`config.mk`:
```
export PLATFORM = sky130hd
export DESIGN_NAME = e48_seq
export DESIGN_NICKNAME = d
export VERILOG_FILES = /design/src/rtl/e48_seq.sv
export SDC_FILE = /design/constraint.sdc
export NUM_CORES = 1
export LEC_CHECK = 0
export BUFFER_PORTS_ARGS = -buffer_cell sky130_fd_sc_hd__buf_4
export CORE_MARGIN = 3
export CORE_UTILIZATION = 54
export CTS_CLUSTER_SIZE = 40
export DETAILED_ROUTE_END_ITERATION = 8
export HOLD_SLACK_MARGIN = 0.1
export PLACE_DENSITY = 0.84
export SKIP_LAST_GASP = 1
export SLEW_MARGIN = 5
export SYNTH_ARGS = -nofsm -noshare
export SYNTH_HDL_FRONTEND = slang
export SYNTH_SLANG_ARGS = --single-unit
```
`constraint.sdc`:
```
create_clock -name clk -period 5.35 [get_ports clk]
set_clock_uncertainty 0.2 [all_clocks]
set_input_delay 0.535 -clock clk [delete_from_list [all_inputs] [get_ports clk]]
set_output_delay 0.535 -clock clk [all_outputs]
set_load 0.02 [all_outputs]
```
`src/rtl/e48_seq.sv`:
```
// rtl/e48_seq.sv - EEPROM read sequencer arbitrating boot and host requests onto an SPI shifter
//
// Purpose: grants one of two read requesters. For the granted requester it issues
//          select, read command 0x03, the start address, len data shifts, then deselect.
//          It returns each received byte on rd_data/rd_valid and pulses done.
// Ports:
//   clk, reset                 clock (rising edge), asynchronous active-low reset
//   boot_req/addr/len          requester 0 (MAC fetch), level request held until done
//   host_req/addr/len          requester 1 (CPU read), level request held until done
//   operation, tx_byte         command to SPI shifter (0 idle, 3 select, 1 shift, 2 deselect)
//   spi_done, rx_byte          shifter completion pulse and received byte
//   rd_data, rd_valid          one received data byte per DATA shift
//   owner, done, err           granted requester (0 boot, 1 host), end pulse, timeout pulse
// Build option: E48_SEQ_TIMEOUT_EN adds an 8-bit wait counter that aborts a stalled command.

module e48_seq (
    input  logic       clk,
    input  logic       reset,
    input  logic       boot_req,
    input  logic       host_req,
    input  logic [7:0] boot_addr,
    input  logic [7:0] host_addr,
    input  logic [2:0] boot_len,
    input  logic [2:0] host_len,
    output logic [1:0] operation,
    output logic [7:0] tx_byte,
    input  logic       spi_done,
    input  logic [7:0] rx_byte,
    output logic [7:0] rd_data,
    output logic       rd_valid,
    output logic       owner,
    output logic       done,
    output logic       err
);

    typedef enum logic [2:0] {
        S_IDLE,
        S_SEL,
        S_CMD,
        S_ADDR,
        S_DATA,
        S_DESEL,
        S_FIN
    } state_t;

    localparam logic [1:0] OP_IDLE   = 2'd0;
    localparam logic [1:0] OP_SHIFT  = 2'd1;
    localparam logic [1:0] OP_DESEL  = 2'd2;
    localparam logic [1:0] OP_SELECT = 2'd3;
    localparam logic [7:0] READ_CMD  = 8'h03;

    state_t     state;
    logic [7:0] addr_q;
    logic [3:0] byte_cnt;
    logic       host_prio;     // 1: host wins the next tie

    logic       grant_host;
    logic [2:0] grant_len;
    logic       waiting;
    logic       accept;

    // A tie goes to whichever requester was not granted last.
    assign grant_host = host_req & (~boot_req | host_prio);
    assign grant_len  = grant_host ? host_len : boot_len;

    // operation is nonzero only in the issue cycle of a command; a spi_done
    // seen in that same cycle belongs to an older command and is ignored.
    assign waiting = (operation == OP_IDLE);
    assign accept  = waiting & spi_done;

`ifdef E48_SEQ_TIMEOUT_EN
    logic [7:0] wait_cnt;
    logic       timeout;

    assign timeout = waiting && !spi_done && (wait_cnt == 8'hFF)
                     && (state != S_IDLE) && (state != S_FIN);

    always_ff @(posedge clk or negedge reset) begin
        if (!reset) begin
            wait_cnt <= 8'd0;
        end else if (operation != OP_IDLE || state == S_IDLE || state == S_FIN) begin
            wait_cnt <= 8'd0;
        end else begin
            wait_cnt <= wait_cnt + 8'd1;
        end
    end
`else
    logic timeout;
    assign timeout = 1'b0;
`endif

    always_ff @(posedge clk or negedge reset) begin
        if (!reset) begin
            state     <= S_IDLE;
            operation <= OP_IDLE;
            tx_byte   <= 8'h00;
            rd_data   <= 8'h00;
            rd_valid  <= 1'b0;
            owner     <= 1'b0;
            done      <= 1'b0;
            err       <= 1'b0;
            addr_q    <= 8'h00;
            byte_cnt  <= 4'd0;
            host_prio <= 1'b0;
        end else begin
            operation <= OP_IDLE;
            rd_valid  <= 1'b0;
            done      <= 1'b0;
            err       <= 1'b0;

            case (state)
                S_IDLE: begin
                    if (boot_req || host_req) begin
                        state     <= S_SEL;
                        operation <= OP_SELECT;
                        tx_byte   <= 8'h00;
                        owner     <= grant_host;
                        addr_q    <= grant_host ? host_addr : boot_addr;
                        // len 0 encodes a full 8-byte read
                        byte_cnt  <= {(grant_len == 3'd0), grant_len};
                        host_prio <= ~grant_host;
                    end
                end
                S_SEL: begin
                    if (accept) begin
                        state     <= S_CMD;
                        operation <= OP_SHIFT;
                        tx_byte   <= READ_CMD;
                    end
                end
                S_CMD: begin
                    if (accept) begin
                        state     <= S_ADDR;
                        operation <= OP_SHIFT;
                        tx_byte   <= addr_q;
                    end
                end
                S_ADDR: begin
                    if (accept) begin
                        state     <= S_DATA;
                        operation <= OP_SHIFT;
                        tx_byte   <= 8'h00;
                    end
                end
                S_DATA: begin
                    if (accept) begin
                        rd_data  <= rx_byte;
                        rd_valid <= 1'b1;
                        byte_cnt <= byte_cnt - 4'd1;
                        tx_byte  <= 8'h00;
                        if (byte_cnt == 4'd1) begin
                            state     <= S_DESEL;
                            operation <= OP_DESEL;
                        end else begin
                            operation <= OP_SHIFT;
                        end
                    end
                end
                S_DESEL: begin
                    if (accept) begin
                        state <= S_FIN;
                        done  <= 1'b1;
                    end
                end
                S_FIN: begin
                    state <= S_IDLE;
                end
                default: begin
                    state <= S_IDLE;
                end
            endcase

            // A stalled command still ends with deselect and done so the
            // requester is always released.
            if (timeout) begin
                err <= 1'b1;
                if (state == S_DESEL) begin
                    state <= S_FIN;
                    done  <= 1'b1;
                end else begin
                    state     <= S_DESEL;
                    operation <= OP_DESEL;
                    tx_byte   <= 8'h00;
                end
            end
        end
    end

endmodule
```
==> metrics.md <==
| Metric | Value |
|---|---|
| Pin slew with the least headroom to its limit | `0.7022 ns` |
| Die height | `62.90 µm` |
| Clock buffers created by TritonCTS | `5` |
| Initial antenna violation count | `0` |
| Final hold slack | `0.1933 ns` |
| Clock sinks | `37` |
| # port buffers | `55` |
| CP max stage cell | `nor3b_2` |
| GRT Total Usage | `20.63%` |
| DP HPWL | `2910 µm` |
| Setup TNS | `0 ns` |
| Mean Syn Cell Area | `10.34 µm²` |
| Routed Antenna Nets | `0` |
| Full die area | `3956 µm²` |
| First-pass GRT wire length | `6555 µm` |
| Pre-antenna DRT Iters | `4` |
| Post-synthesis async set-or-reset flop share | `100.0%` |
| Via density | `5.444` |
| Initial Util | `56.79%` |
| DRC Markers | `0` |
| Syn nets | `206` |
| Max-cap check violation count | `0` |
| Post-synth EDFFs | `0` |
| Io pins | `57` |
| Crit-path max FO | `13` |
| Hold Crit Class | `input port to flip-flop` |
| Min cycle time layout | `2.404 ns` |
| Synth Register Bits | `37` |
| Unrepaired setup endpoints after global routing | `false` |
| Worst setup EP type | `flip-flop` |
| Maximum clock rate | `0.4159 GHz` |
| Pins Over Slew Limit | `0` |
| Diodes inserted | `0` |
| P&R area growth vs syn | `29.92%` |
| Netlist cell types | `38` |
| Final Hold Vio Count | `0` |
| Clk_lat worst skew | `0.34 ns` |
| Root buf cell | `clkbuf_4` |
| Critical-path cell list | `nor3b_2 -> nand2_1 -> inv_2 -> mux2_2` |
| Wire per inst | `13.80 µm` |
| Worst Path Buf+Inv | `1` |
| Layout cells sized above 1 | `34.51%` |
| Maximum vdd drop | `0.0003128 V` |
| CTS H-tree lvls | `2` |
| Delay-heaviest family, CP | `simple AND/OR/NAND/NOR gates` |
| CORE AREA | `3078 µm²` |
| Worst path required time | `5.38 ns` |
| Cell Area, Synth | `1748 µm²` |
| Final setup viols | `0` |
| Largest net degree at the start of global routing | `38` |
| Crit share post-route | `44.94%` |
| CP peak stage delay | `0.57 ns` |
| Cell Pwr Density | `543.8 nW/µm²` |
| Seq/Total Area, Yosys | `52.97%` |
| Clk buf depth | `2` |
| Static leakage | `1.112 nW` |
| Iteration-0 DRC Markers | `48` |
| Power Total | `0.001235 W` |
| Max_slew headroom | `52.91%` |
| Final #Nets | `262` |
| Fill cell count | `227` |
| Worst Setup Start Kind | `flip-flop` |
| CP arrival | `2.43 ns` |
| WS Path Type | `flip-flop to flip-flop` |
| CTS tree | `done` |
| RePlAce Congestion | `0.8690` |
| Result of the run | `finished clean` |
| Synth warn | `0` |
| Die W | `62.90 µm` |
| DR vias | `1470` |
| Vias in the first global route | `1487` |
| Synth Flop Type | `dfrtp_1` |
| CTS clock-pin slew for the worst setup and hold paths | `0.11 ns` |
| Grt total ovfl | `0` |
| Rows | `20` |
| Cells after Synth | `169` |
| Final wirelength | `3727 µm` |
[flip-flops by register name, indices dropped and copies added (netlist names)]
register   cells
rd_data        8
operation      2
rd_valid       1
addr_q         8
owner          1
state          3
done           1
host_prio      1
byte_cnt       4
tx_byte        8
[cell usage after synthesis (3+ instances only)]
master | number | area, µm²
clkbuf_1 | 4 | 15.01
nand2b_1 | 5 | 31.28
mux2_2 | 8 | 90.09
a21oi_1 | 13 | 65.06
nand3_1 | 16 | 80.08
o2bb2ai_1 | 9 | 78.83
and3_1 | 3 | 18.77
mux2i_1 | 4 | 40.04
nor2_1 | 19 | 71.32
dfrtp_1 | 37 | 925.9
nand2_1 | 11 | 41.29
o31ai_1 | 4 | 30.03
a31oi_1 | 3 | 18.77
[final timing paths]
path	start	slack, ns	end	depth (start not counted)
setup / recovery	state[2]$_DFFE_PN0P_	2.95	rd_data[5]$_DFFE_PN0P_	4
hold / removal	host_addr[7]	0.19	addr_q[7]$_DFFE_PN0P_	2
setup reg to reg	state[2]$_DFFE_PN0P_	2.95	rd_data[5]$_DFFE_PN0P_	4
hold reg to reg	addr_q[7]$_DFFE_PN0P_	0.30	tx_byte[7]$_DFFE_PN0P_	2
max in group asynchronous	reset	4.16	tx_byte[0]$_DFFE_PN0P_	2
min in group asynchronous	reset	0.48	rd_data[2]$_DFFE_PN0P_	2
[power by group]
part	total (W)	switching, W	internal [W]	leakage [nW]
clock network	0.000193	0.0000946	0.0000989	0.0414
logic	0.000543	0.000303	0.000241	0.606
registers	0.000498	0.0000964	0.000402	0.465
total	0.00123	0.000494	0.000741	1.11
[kinds of logic (layout without fill, tap and decap cells)]
| family | after synthesis | in the layout | share of synthesized area [%] |
|---|---|---|---|
| AOI/OAI and AO/OA | 39 | 39 | 15.10 |
| adders and majority gates | 2 | 2 | 1.431 |
| buffers and inverters | 10 | 67 | 2.863 |
| DFF | 37 | 37 | 52.97 |
| muxes | 12 | 12 | 7.445 |
| other | 1 | 1 | 0.2145 |
| and+or+nand+nor | 68 | 68 | 19.97 |
[cell type report]
class | instances | area, µm² | area share, %
clock inverters | 3 | 46.29 | 2.039
flip-flops and latches | 37 | 925.9 | 40.77
clock buffers | 5 | 37.54 | 1.653
inverters | 3 | 11.26 | 0.4959
multi-input cells | 122 | 772.0 | 33.99
well taps | 44 | 55.05 | 2.424
repair buffers | 56 | 422.9 | 18.62
[stage by stage]
stage                     std cells  area [µm²]  util [%]  worst slack [ns]
after floorplan                 169        1748         -             3.335
after global routing            270        2271     73.78             2.758
after global placement          261        2177     70.73             3.063
after detailed placement        261        2177     70.73             2.975
final                           270        2271     73.78             2.946
after CTS                       270        2271     73.78             2.960
[placed cells by master (no fill, tap or decap), types with 2 or more instances in the layout]
cell type | synthesis | layout
ha_1 | 2 | 2
buf_4 | 1 | 55
a21boi_0 | 2 | 2
nor2b_1 | 2 | 2
o2bb2ai_1 | 9 | 9
a21oi_1 | 13 | 13
clkbuf_4 | 0 | 5
nand2_1 | 11 | 11
o21ai_0 | 2 | 2
nand3_1 | 16 | 16
inv_1 | 2 | 2
nor3b_1 | 2 | 2
o31ai_1 | 4 | 4
mux2i_1 | 4 | 4
dfrtp_1 | 37 | 37
and3_1 | 3 | 3
nor2_1 | 19 | 19
a211o_1 | 2 | 2
mux2_2 | 8 | 8
a31oi_1 | 3 | 3
nand2b_1 | 5 | 5
or3b_2 | 2 | 2
[routing by layer]
layer / wire [µm] / track usage (%)
met1: 1657 / 25.15
met5: 0 / 0
met3: 264 / 5.576
met2: 1751 / 34.78
met4: 53 / 7.713
[what timing repair did]
| action | CTS | global route |
|---|---|---|
| hold buffers | 1 | 0 |
| setup buffers | 0 | 0 |
| gates resized for setup | 0 | 0 |
| endpoints found under the hold margin | 37 | 0 |
(Power assumes the default switching activity.)
